**config.mk**
```make
export PLATFORM = sky130hd
export DESIGN_NAME = regfile_write_scheduler
export DESIGN_NICKNAME = d
export VERILOG_FILES = /design/src/rtl/regfile_write_scheduler.sv
export SDC_FILE = /design/constraint.sdc
export NUM_CORES = 1
export LEC_CHECK = 0
export BUFFER_PORTS_ARGS = -buffer_cell sky130_fd_sc_hd__buf_2
export CORE_ASPECT_RATIO = 0.5
export CORE_MARGIN = 2
export CORE_UTILIZATION = 50
export CTS_CLUSTER_SIZE = 24
export DETAILED_ROUTE_END_ITERATION = 12
export GPL_ROUTABILITY_DRIVEN = 0
export PLACE_DENSITY_LB_ADDON = 0.12
export SETUP_SLACK_MARGIN = 0.05
export SYNTH_ARGS = -nofsm -noshare
export SYNTH_HDL_FRONTEND = slang
export SYNTH_SLANG_ARGS = --single-unit
```
**constraint.sdc**
```tcl
create_clock -name clk -period 6.33 [get_ports clk]
set_clock_uncertainty 0.1 [all_clocks]
set_input_delay 1.5825 -clock clk [delete_from_list [all_inputs] [get_ports clk]]
set_output_delay 1.5825 -clock clk [all_outputs]
set_load 0.05 [all_outputs]
```
**src/rtl/regfile_write_scheduler.sv**
```systemverilog
// regfile_write_scheduler: arbitrates the single register-file write port between WB, queued MD results and debug writes.
// Ports: WB_* write-back request; MD_Issue/MD_IssueDst set the pending scoreboard;
// MD_Valid/MD_Ready/MD_Dst/MD_Data feed the MD result queue; DBG_* debug write with Ack pulse;
// ID_* operands checked against pending MD results -> ID_Stall; Force_Bubble asks for a WB bubble
// when the queue starves; RF_* registered write port (one cycle after the grant).
module regfile_write_scheduler #(
  parameter int QDEPTH       = 4,
  parameter int STARVE_LIMIT = 8
) (
  input  logic        clk,
  input  logic        rst_n,
  input  logic        WB_RegWrite,
  input  logic        WB_JmpandLink,
  input  logic [4:0]  WB_DstReg,
  input  logic [31:0] WB_Data,
  input  logic        MD_Issue,
  input  logic [4:0]  MD_IssueDst,
  input  logic        MD_Valid,
  output logic        MD_Ready,
  input  logic [4:0]  MD_Dst,
  input  logic [31:0] MD_Data,
  input  logic        DBG_Req,
  input  logic [4:0]  DBG_Addr,
  input  logic [31:0] DBG_Data,
  output logic        DBG_Ack,
  input  logic [4:0]  ID_Rs,
  input  logic [4:0]  ID_Rt,
  input  logic [4:0]  ID_Dst,
  input  logic        ID_UsesRs,
  input  logic        ID_UsesRt,
  input  logic        ID_Writes,
  output logic        ID_Stall,
  output logic        Force_Bubble,
  output logic        RF_WrEn,
  output logic [4:0]  RF_WrAddr,
  output logic [31:0] RF_WrData
);
  localparam int AW = $clog2(QDEPTH);
  localparam int SW = $clog2(STARVE_LIMIT + 1);
  logic [4:0]    qdst_q [QDEPTH];
  logic [31:0]   qdat_q [QDEPTH];
  logic [AW-1:0] rd_q, wr_q;
  logic [AW:0]   cnt_q, cnt_d;
  logic [31:0]   pend_q, pend_d;
  logic [SW-1:0] starve_q, starve_d;
  logic          en_q, en_d, ack_q, ack_d;
  logic [4:0]    addr_q, addr_d, wb_addr, head_dst;
  logic [31:0]   data_q, data_d, head_dat;
  logic          wb_v, empty, md_gnt, dbg_gnt, push;
  always_comb begin
    wb_addr  = WB_JmpandLink ? 5'd31 : WB_DstReg;
    wb_v     = WB_RegWrite && (WB_JmpandLink || wb_addr != 5'd0);
    empty    = cnt_q == '0;
    MD_Ready = cnt_q != (AW+1)'(QDEPTH);
    head_dst = qdst_q[rd_q];
    head_dat = qdat_q[rd_q];
    md_gnt   = !empty && !wb_v;
    // ack_q blocks a second grant while the held request is still visible in the ack cycle
    dbg_gnt  = DBG_Req && !wb_v && empty && !ack_q;
    push     = MD_Valid && MD_Ready && MD_Dst != 5'd0;
    en_d     = wb_v || md_gnt || (dbg_gnt && DBG_Addr != 5'd0);
    addr_d   = wb_v ? wb_addr : md_gnt ? head_dst : en_d ? DBG_Addr : 5'd0;
    data_d   = wb_v ? WB_Data : md_gnt ? head_dat : en_d ? DBG_Data : 32'd0;
    ack_d    = dbg_gnt;
    cnt_d    = cnt_q + (AW+1)'(push) - (AW+1)'(md_gnt);
    // set after clear so a same-cycle issue to the retiring register stays pending
    pend_d   = ((pend_q & ~(md_gnt ? 32'd1 << head_dst : 32'd0))
               | (MD_Issue ? 32'd1 << MD_IssueDst : 32'd0)) & ~32'd1;
    starve_d = (empty || md_gnt) ? '0 :
               (starve_q == SW'(STARVE_LIMIT)) ? starve_q : starve_q + 1'b1;
  end
  assign ID_Stall     = (ID_UsesRs && pend_q[ID_Rs]) || (ID_UsesRt && pend_q[ID_Rt]) ||
                        (ID_Writes && pend_q[ID_Dst]);
  assign Force_Bubble = starve_q >= SW'(STARVE_LIMIT);
  assign RF_WrEn      = en_q;
  assign RF_WrAddr    = addr_q;
  assign RF_WrData    = data_q;
  assign DBG_Ack      = ack_q;
  always_ff @(posedge clk or negedge rst_n) begin
    if (!rst_n) begin
      en_q     <= 1'b0;
      addr_q   <= '0;
      data_q   <= '0;
      ack_q    <= 1'b0;
      rd_q     <= '0;
      wr_q     <= '0;
      cnt_q    <= '0;
      pend_q   <= '0;
      starve_q <= '0;
    end else begin
      en_q     <= en_d;
      addr_q   <= addr_d;
      data_q   <= data_d;
      ack_q    <= ack_d;
      rd_q     <= rd_q + AW'(md_gnt);
      wr_q     <= wr_q + AW'(push);
      cnt_q    <= cnt_d;
      pend_q   <= pend_d;
      starve_q <= starve_d;
    end
  end
  always_ff @(posedge clk) begin
    if (push) begin
      qdst_q[wr_q] <= MD_Dst;
      qdat_q[wr_q] <= MD_Data;
    end
  end
endmodule
```
After elaboration in Yosys (flattened, before gate mapping)
Memory sizes are Yosys's and may differ from the RTL's.
Index checks and enable logic that the tools add are counted.
W data, S select, Z words.
{"block": "word_totals", "register_bits": 81, "memories": 2, "ram_bits": 148, "out_inout_bits": 42, "romBits": 0, "latch_bits": 0}
{"memory": "qdat_q", "depth": 4, "width": 32, "rd": 1, "rd_ports_with_merged_regs": 0, "write_ports": 1, "line_no": "41", "text": "logic [31:0] qdat_q [QDEPTH];"}
{"memory": "qdst_q", "depth": 4, "width": 5, "rd": 1, "rd_ports_with_merged_regs": 0, "write_ports": 1, "line_no": "40", "text": "logic [4:0] qdst_q [QDEPTH];"}
{"block": "classes", "n_addsub": 5, "mul": 0, "bitwise": 3, "n_lt_le_gt_ge": 4, "muxes": 19, "n_reduce_logical": 24, "n_eq_ne": 3, "shift": 2, "n_div": 0}
{"cell": "$mux W32", "count": 5}
{"cell": "$shl A1 B5 Y32 const A", "count": 2}
{"cell": "$and A32 B32 Y32", "count": 1}
{"cell": "$not A32 Y32", "count": 1}
{"cell": "$or A32 B32 Y32", "count": 1}
{"cell": "$mux W5", "count": 4}
{"cell": "$lt A5 B6 Y1 const B", "count": 3}
{"cell": "$bmux W1 S5", "count": 3}
{"cell": "$reduce_bool A5 Y1", "count": 3}
{"cell": "$logic_and A1 B1 Y1", "count": 11}
{"cell": "$mux W4", "count": 2}
{"cell": "$logic_or A1 B1 Y1", "count": 6}
{"cell": "$mux W1", "count": 5}
{"cell": "$add A2 B1 Y2", "count": 2}
{"cell": "$add A4 B1 Y4 const B", "count": 1}
{"cell": "$eq A4 B4 Y1 const B", "count": 1}
{"cell": "$ge A4 B4 Y1 const B", "count": 1}
{"cell": "$add A3 B1 Y3", "count": 1}
{"cell": "$logic_not A1 Y1", "count": 3}
{"cell": "$logic_not A3 Y1", "count": 1}
{"cell": "$ne A3 B3 Y1 const B", "count": 1}
{"cell": "$sub A3 B1 Y3", "count": 1}
{"cell": "$ne A2 B2 Y1 const B", "count": 1}

Logic depth before layout (Yosys ltp)
Gate-level depths: netlist of the first run.
{"block": "logic_depth", "word_depth": 13, "ltp_mapped": 9}

Worst setup path after synthesis of the first run
Ideal clock, no wire load.
{"block": "synth_path", "kind": "input port to output port", "from": "input port ID_Rs[1]", "to": "output port ID_Stall", "arrival_time_ns": 3.615, "cell_stages": 5, "n_path_buf": 1, "required_ns": 4.648, "path_slack_ns": 1.033, "cell_sequence": "clkbuf_1 mux4_2 mux4_2 a22oi_1 o2111ai_1"}
{"block": "synth_between", "elab_chain_cells": 5}
{"item": "from (decl)", "line_no": "26", "text": "input logic [4:0] ID_Rs,"}
{"item": "$bmux W1 S5", "line_no": "72", "text": "assign ID_Stall = (ID_UsesRs && pend_q[ID_Rs]) || (ID_UsesRt && pend_q[ID_Rt]) ||"}
{"item": "$mux W1 (not written as such)", "line_no": "72"}
{"item": "$logic_and A1 B1 Y1", "line_no": "72"}
{"item": "$logic_or A1 B1 Y1 (2 in a row)", "line_no": "72"}
{"item": "to (decl)", "line_no": "32", "text": "output logic ID_Stall,"}
No other way between the ends. The select of a mux whose other input is x is not followed.

Worst setup path in the final report of the first run
{"block": "layout_path", "from": "input port ID_Dst[0]", "to": "output port ID_Stall"}
{"block": "layout_between", "elab_chain_cells": 4}
{"item": "from (decl)", "line_no": "28", "text": "input logic [4:0] ID_Dst,"}
{"item": "$bmux W1 S5", "line_no": "73", "text": "(ID_Writes && pend_q[ID_Dst]);"}
{"item": "$mux W1 (not written as such)", "line_no": "73"}
{"item": "$logic_and A1 B1 Y1", "line_no": "73"}
{"item": "$logic_or A1 B1 Y1", "line_no": "72"}
No other way between the ends. The select of a mux whose other input is x is not followed.

==> reports/results.ini, run 1 <==
[run_status]
status = complete, no violations

[synth]
yosys_warnings = 0
synth_edf_count = 148
netlist_area_mm2 = 0.00993
netlist_instances = 673
avgSynthCellArea_um2 = 14.8
ys_async_sr_fraction_pct = 35.4
yosysSeqAreaShare_pct = 65.2
synth_ff_type = edfxtp_1
ys_types = 50
ys_ff_latch = 229
synth_fp_nets = 821

[setup_path]
rr_endpoint = pend_q[2]$_DFF_PN0_
regToRegSetupSlack_ns = 3.17
crit_required_ns = 4.65
rr_worst_depth = 6
worstPathMaxFanout = 9
path_class = input pin to primary output
endpoint_kind = primary output
cp.arrival_ns = 3.40
r2r-start = rd_q[0]$_DFF_PN0_
start_kind = input pin

[cells_and_area]
seqCellArea_mm2 = 0.00647
syn_to_final_growth_pct = 19.0
multiInputGateArea_mm2 = 0.00331
final_cell_mix = buf_2 (181), edfxtp_1 (148), dfrtp_1 (79)
final_common_cell = buf_2
fin_nets = 995
final_area_mm2 = 0.0118
fillCellCount = 1545
antenna_cells = 0
fin_cells = 1127
drive_gt1_share_pct = 35.7

[pwr]
vdd_drop_max_mv = 0.217
finalPower_uw = 5390
p_leak_uw = 0.00454
power.density_mw_per_mm2 = 456

[hold_path]
whs_endpoint = cnt_q[2]$_DFF_PN0_
holdPathStages = 1
hold_path_class = flop to flop
holdCritStartpoint = cnt_q[2]$_DFF_PN0_

[timing]
max_freq_mhz = 197
finalSetupTns_ns = 0
setup_viol = 0
period_minus_slack_ns = 5.08
rsz0062_at_grt = false
slew_headroom_pct = 31.0
final-max-slew-violation-count = 0
hold-worst-slack_ns = 0.445
hold_viol_final = 0
max_slew.worst_pin.slew_ns = 1.03
finalCritPeriodShare_pct = 80.3

[placement]
dpl.hpwl_mm = 15.8
numPortBuffers = 182
dpl_cell_area_mm2 = 0.0111
placedCellCount = 1090

[clock_network]
htreeDepth = 1
cts.reportedPaths.clkPinSlew_ns = 0.06
cts_tree = done
ctsResizeCount = 0
cts_root_buf = clkbuf_16
clk_latency_ns = 0.49
postCtsSetupBuffers = 0
postCtsHoldBufs = 0
cts_max_path_buffers = 3
cts_buffers = 21
clock_sink_count = 229

[route]
drc_errors = 0
drtAntennaViolNets = 0
drt-pass1-iter-count = 5
drt_wl_total_mm = 23.7
initialDrtViolationCount = 398
vias = 6436
wire_per_inst_um = 21.0
routed_via_density = 5.71

[die]
top_level_ports = 183
row_count = 36
start_util_pct = 51.0
fp.coreArea_mm2 = 0.0195
design.die.area_mm2 = 0.0211
die_w_um = 203
die_h_um = 104

[global_route]
grt.total_usage_pct = 23.3
antenna_found_initial = 0
grt_max_degree = 63
grt_pass1_vias = 6760
grt_first_pass_wirelength_mm = 38.0
gr-total-overflow = 0

[job]
maxCapViolCount = 0

[where the power goes]
group | internal, µW | leakage [µW] | switching, µW | total (µW)
logic | 726 | 0.00186 | 1070 | 1790
registers | 2020 | 0.00233 | 313 | 2330
clock network | 740 | 0.000346 | 523 | 1260
total | 3480 | 0.00454 | 1900 | 5390
[logic make-up after synthesis]
kind of cell | after synthesis | synth area share, %
xor+xnor | 6 | 0.529
mux | 73 | 14.6
compound gates | 144 | 8.63
fa+ha+maj | 7 | 0.958
simple gates | 167 | 8.19
buf+inv | 47 | 1.90
flops | 229 | 65.2
[layout make-up]
class | count | share of cell area, %
tap | 266 | 2.82
clock inverter | 5 | 0.424
inverter | 7 | 0.222
multi-input combinational | 397 | 28.0
timing repair buffer | 191 | 8.30
clock buffer | 32 | 5.43
sequential | 229 | 54.8
[registers in the layout, summed over array words and instances (netlist names)]
signal	flops
qdat_q	128
RF_WrData	32
pend_q	31
qdst_q	20
RF_WrAddr	5
starve_q	4
cnt_q	3
rd_q	2
wr_q	2
DBG_Ack	1
RF_WrEn	1
[how the worst max path moves through the flow]
stage	to	startpoint	depth (start not counted)
5_1_grt	ID_Stall	ID_Rs[1]	6
3_5_place_dp	ID_Stall	ID_Rs[1]	6
3_3_place_gp	ID_Stall	ID_Rs[1]	6
6_report	ID_Stall	ID_Dst[0]	7
2_1_floorplan	ID_Stall	ID_Rs[1]	5
4_1_cts	ID_Stall	ID_Rs[1]	6
[cell usage after synthesis, drive strengths merged (4+ instances only)]
cell    number  area [µm²]
or4          6        60.1
o31ai        4        45.1
xor2         4        35.0
and3        11        68.8
nand3       14        70.1
o22ai        4        25.0
mux2i       11         110
o21ai       81         405
nor3         7        35.0
mux4        57        1280
ha           6        75.1
clkbuf      29         109
a21oi       30         150
nor3b        6        45.0
mux2         5        56.3
nand2b       8        50.1
nor2        33         124
nand4        4        25.0
dfrtp       81        2030
nor2b        6        37.5
inv          7        26.3
buf         11        53.8
a221o        9        90.1
edfxtp     148        4440
nand2       64         240
[metal layers]
| layer | wire length, µm | GRT usage [%] | part of all wire [%] | vias to the layer above |
|---|---|---|---|---|
| met5 | 0 | 0 | 0 | - |
| met1 | 10400 | 32.9 | 44 | 3261 |
| met2 | 11600 | 38.8 | 49 | 192 |
| li1 | - | - | - | 2953 |
| met4 | 324 | 4.48 | 1.4 | 0 |
| met3 | 1340 | 4.00 | 5.6 | 30 |
[per-stage QoR]
stage	util [%]	setup slack [ns]
finish	60.7	1.25
global route	60.7	1.16
CTS	60.7	1.26
detailed placement	57.2	1.26
global placement	57.2	1.32
floorplan	-	1.03
[worst max-delay path, stage by stage]
cell and delay [ns]:
buf_2 0.25, mux4_2 0.53, mux2i_1 0.24, o22ai_1 0.14, a211oi_1 0.27, o2111ai_1 0.15, buf_2 0.24
Note: power is estimated with default switching activity, not from simulation.
==> run 2, diff against run 1 <==
- ABC_AREA: unset -> 1
- clock period: 6.33 -> 4.58 ns (I/O delays scaled with it)
==> run 2 against run 1 <==
Utilization shrank 0.56 points; register-to-register slack lost 1.1 ns; wire length grew 16%; flip-flop and latch count is the same; critical path type unchanged; largest cell class unchanged.
==> reports/results.ini, run 2 <==
[cells_and_area]
multiInputGateArea_mm2 = 0.00350
syn_to_final_growth_pct = 17.4
fin_nets = 1406
fillCellCount = 1797
final_common_cell = nand2_1
final_cell_mix = nand2_1 (253), buf_2 (181), nand3_1 (154)
drive_gt1_share_pct = 22.1
final_area_mm2 = 0.0124
largest-register = qdat_q
seqCellArea_mm2 = 0.00647
largest_reg_flops = 128

[timing]
period_minus_slack_ns = 3.85
finalSetupTns_ns = 0
rsz0062_at_grt = false
max_freq_mhz = 260
hold_viol_final = 0
final-max-slew-violation-count = 0
slew_headroom_pct = 21.7
finalCritPeriodShare_pct = 84.1
setup_viol = 0
max_slew.worst_pin.slew_ns = 1.17

[synth]
yosysMostFrequentCell = nand2_1
yosysSeqAreaShare_pct = 61.2
ys_types = 40
ys_ff_latch = 229
synth_fp_nets = 1246
synth_ff_type = edfxtp_1
avgSynthCellArea_um2 = 9.64
netlist_instances = 1098
yosys_warnings = 0
synthTopCellsByArea = edfxtp_1 (42%), dfrtp_1 (19%), nand2_1 (9.0%)
synth_edf_count = 148
ys_async_sr_fraction_pct = 35.4
post-synth-top-area-cell = edfxtp_1
synth.top_cell.area_share_pct = 42.0
ys_top_cells_by_count = nand2_1 (253), nand3_1 (154), edfxtp_1 (148), nor2_1 (104), dfrtp_1 (81)
netlist_area_mm2 = 0.0106

[setup_path]
crit_required_ns = 3.34
worstPathMaxFanout = 19
endpoint_kind = primary output
start_kind = input pin
regToRegSetupSlack_ns = 2.05
rr_endpoint = pend_q[31]$_DFF_PN0_
r2r-start = rd_q[0]$_DFF_PN0_
rr_worst_depth = 8
cp.arrival_ns = 2.60
path_class = input pin to primary output

[clock_network]
postCtsHoldBufs = 0
htreeDepth = 1
clk_latency_ns = 0.52
ctsResizeCount = 0
cts_max_path_buffers = 3
cts.reportedPaths.clkPinSlew_ns = 0.06
cts_root_buf = clkbuf_16
cts_buffers = 22
postCtsSetupBuffers = 0
cts_tree = done
clock_sink_count = 229

[job]
maxCapViolCount = 0

[placement]
numPortBuffers = 182
dpl.hpwl_mm = 18.6
dpl_cell_area_mm2 = 0.0117

[route]
wl_met3_mm = 1.85
routed-wl-met2_mm = 13.1
routed_via_density = 5.49
vias = 8499
drt-met1-wl_mm = 11.9
initialDrtViolationCount = 744
routed.top_layer = met4
drc_errors = 0
drt_wl_total_mm = 27.4
drt-pass1-iter-count = 5
wire_per_inst_um = 17.7
drtAntennaViolNets = 0

[global_route]
grt_pass1_vias = 8266
gr-total-overflow = 0
antenna_found_initial = 1
grt_first_pass_wirelength_mm = 43.7
grt_max_degree = 83
grt.total_usage_pct = 25.0

[die]
die_w_um = 210
design.die.area_mm2 = 0.0224
die_h_um = 107
start_util_pct = 51.2
top_level_ports = 183
fp.coreArea_mm2 = 0.0206
row_count = 37

[hold_path]
hold_path_class = flop to flop
whs_endpoint = pend_q[2]$_DFF_PN0_
holdPathStages = 2
holdCritStartpoint = pend_q[2]$_DFF_PN0_

[pwr]
p_leak_uw = 0.00536
vdd_drop_max_mv = 0.287
finalPower_uw = 7700
power.density_mw_per_mm2 = 620

[run_status]
status = complete, no violations

==> run 2: through the flow <==
step,setup slack (ns),hold slack [ns],utilization (%),cells
global route,0.576,0.412,60.1,1547
global placement,0.837,0.361,56.7,1507
detailed placement,0.760,0.367,56.7,1507
floorplan,-0.0482,0.342,-,1098
finish,0.730,0.377,60.2,1549
CTS,0.750,0.382,60.1,1547
==> run 2: worst max-delay path by stage <==
stage,end,start,cells after the start
2_1_floorplan,qdat_q[0][0]$_DFFE_PP_,MD_Dst[3],5
5_1_grt,ID_Stall,ID_Rs[0],11
6_report,ID_Stall,ID_Rs[0],11
3_5_place_dp,ID_Stall,ID_Dst[0],10
4_1_cts,ID_Stall,ID_Dst[0],10
3_3_place_gp,ID_Stall,ID_Rt[0],10
==> run 2: metal layers <==
metal / vias to the layer above / track usage [%]
met1: 4105 / 34.4
met5: - / 0
met2: 299 / 41.2
met4: 0 / 6.99
met3: 49 / 4.83
li1: 4046 / -
==> run 2: layout make-up <==
class                           instances  area share, %
Tap cell                              273           2.75
Antenna cell                            2         0.0403
Clock inverter                         12          0.796
Sequential cell                       229           52.1
Clock buffer                           28           4.94
Multi-Input combinational cell        724           28.2
Inverter                               87           2.69
Timing Repair Buffer                  194           8.48
==> run 2: report_power, final <==
part	switching [µW]	internal [µW]
Clock	786	965
Sequential	305	2770
Combinational	2080	797
Total	3170	4530
==> run 2: cells by family after synthesis <==
kind of cell / count (synthesis) / synth area share [%]
buffers and inverters: 145 / 5.95
DFF: 229 / 61.2
AOI/OAI and AO/OA: 152 / 8.06
and+or+nand+nor: 559 / 23.4
adders and majority gates: 7 / 0.899
xor gates and xnor gates: 6 / 0.497
==> run 2: worst max-delay path, cell delays in order <==
cell and delay, ns:
buf_2 0.20, inv_1 0.32, nand2_1 0.11, nand3_1 0.11, nand3_1 0.09, nand2_1 0.07
nand2_1 0.05, nand3_1 0.06, nand3_1 0.10, nand3_1 0.08, buf_2 0.26
==> run 3, diff against run 2 <==
- clock period: 4.58 -> 3.22 ns (I/O delays scaled with it)
==> run 3 against run 2 <==
Combinational power up 42%; sequential share of layout area about the same; worst setup slack worse by 0.51 ns; global-route usage down 0.29 points; critical endpoint unchanged; register-to-register slack worse by 1.3 ns; hold slack worse by 0.16 ns; cell count up 0.71%; design area about the same; flip-flop and latch count unchanged; via count up 0.25%.
==> reports/results.ini, run 3 (same netlist as run 2, synthesis figures left out) <==
[run_status]
status = complete, no violations

[die]
die_w_um = 210
start_util_pct = 51.2
design.die.area_mm2 = 0.0224
row_count = 37
fp.coreArea_mm2 = 0.0206
die_h_um = 107
top_level_ports = 183

[cells_and_area]
fin_cells = 1560
syn_to_final_growth_pct = 17.3
final_cell_mix = nand2_1 (253), buf_2 (180), nand3_1 (154)
fillCellCount = 1779
final_core_util_pct = 60.1
largest-register = qdat_q
fin_nets = 1417
drive_gt1_share_pct = 22.4
largest_reg_flops = 128
final_common_cell = nand2_1

[setup_path]
critPathMaxStageDelay_ns = 0.22
crit_required_ns = 2.31
critPathBufInv = 3
rr_endpoint = cnt_q[2]$_DFF_PN0_
regToRegSetupSlack_ns = 0.77
path_class = input pin to primary output
crit_top_cell = nand3_1
crit_slowest_cell = buf_4
worstPathMaxFanout = 20
start_kind = input pin
critPathTopFamily = buffers and inverters
r2r-start = cnt_q[2]$_DFF_PN0_
worstPathCellList = buf_4 -> clkinvlp_4 -> nand2_1 -> nand3_1 -> nand3_1 -> nand2_1 -> nand2_1 -> nand3b_1 -> nand3_1 -> nand3_1 -> buf_2
rr_worst_depth = 11
endpoint_kind = primary output
cp.arrival_ns = 2.09

[clock_network]
cts_root_buf = clkbuf_16
clock_sink_count = 229
cts_tree = done
cts_max_path_buffers = 3
postCtsHoldBufs = 0
htreeDepth = 1
clk_latency_ns = 0.50
cts_buffers = 21
cts.reportedPaths.clkPinSlew_ns = 0.07

[pwr]
vdd_drop_max_mv = 0.410
power.density_mw_per_mm2 = 875
p_leak_uw = 0.00536

[route]
drtAntennaViolNets = 0
drt_wl_total_mm = 27.5
drc_errors = 0
initialDrtViolationCount = 686
vias = 8520
drt-pass1-iter-count = 5
wire_per_inst_um = 17.6
routed_via_density = 5.46

[global_route]
gr-total-overflow = 0
grt_first_pass_wirelength_mm = 42.9
grt.total_usage_pct = 24.8
grt_pass1_vias = 8127
grt_max_degree = 75
antenna_found_initial = 3

[hold_path]
hold_path_class = input pin to async pin

[placement]
placedCellCount = 1518
numPortBuffers = 182
dpl.hpwl_mm = 19.0

[job]
maxCapViolCount = 0

[timing]
hold_viol_final = 0
final-max-slew-violation-count = 0
finalCritPeriodShare_pct = 93.2
max_slew.worst_pin.slew_ns = 0.715
slew_headroom_pct = 52.4
max_freq_mhz = 333
period_minus_slack_ns = 3.00
setup_viol = 0
rsz0062_at_grt = false

run 3: changes by cell type in the layout (fill, tap and decap cells not counted), moves of 2 or more:
cell | before | now
buf_12 | 4 | 0
clkinv_2 | 7 | 2
clkbuf_1 | 2 | 7
clkinvlp_4 | 1 | 3
buf_4 | 9 | 25
clkinv_4 | 2 | 0
run 3: per-layer routing:
metal / GRT usage (%) / share of wire [%] / routed length (µm)
met5: 0 / 0 / 0
met4: 8.56 / 2.9 / 801
met3: 4.86 / 7.7 / 2130
met2: 40.0 / 47 / 12800
met1: 33.9 / 43 / 11800
run 3: worst max path at each step:
| stage | slack, ns | cells past startpoint | start | endpoint |
|---|---|---|---|---|
| final | 0.22 | 11 | ID_Rs[0] | ID_Stall |
| after global routing | 0.06 | 11 | ID_Rs[0] | ID_Stall |
| after CTS | 0.09 | 11 | ID_Rs[0] | ID_Stall |
| after detailed placement | 0.1 | 11 | ID_Rs[0] | ID_Stall |
| after global placement | 0.17 | 11 | ID_Rs[0] | ID_Stall |
| after floorplan | -1.07 | 5 | MD_Dst[3] | qdat_q[0][0]$_DFFE_PP_ |
run 3: final cells by class:
class	count	area (µm²)	area share (%)
sequential	229	6470	52.2
timing repair buffer	205	1090	8.77
clock buffer	34	628	5.06
multi-input combinational	724	3500	28.2
timing repair inverter	1	7.51	0.0605
clock inverter	4	22.5	0.181
tap	273	342	2.75
inverter	87	342	2.75
antenna	3	7.51	0.0605
run 3: timing repair:
item,in CTS,in global routing
resized for setup,0,5
setup buffers,0,0
setup endpoints to repair,0,1
run 3: report_power, final:
part	internal (µW)	leakage, µW	switching (µW)
clock network	1340	0.000322	1040
logic	1130	0.00273	2950
registers	3940	0.00231	464
total	6410	0.00536	4450
run 3: through the flow:
| step | hold WS [ns] | cell area, µm² | power, µW | setup WS (ns) | TNS [ns] |
|---|---|---|---|---|---|
| 2_1_floorplan | 0.342 | 10600 | 7330 | -1.07 | -158.09 |
| 3_3_place_gp | 0.367 | 11700 | 8440 | 0.167 | 0 |
| 3_5_place_dp | 0.368 | 11700 | 8510 | 0.0975 | 0 |
| 4_1_cts | 0.227 | 12400 | 10900 | 0.0890 | 0 |
| 5_1_grt | 0.256 | 12400 | 11500 | 0.0603 | 0 |
| 6_report | 0.212 | 12400 | 10900 | 0.220 | 0 |
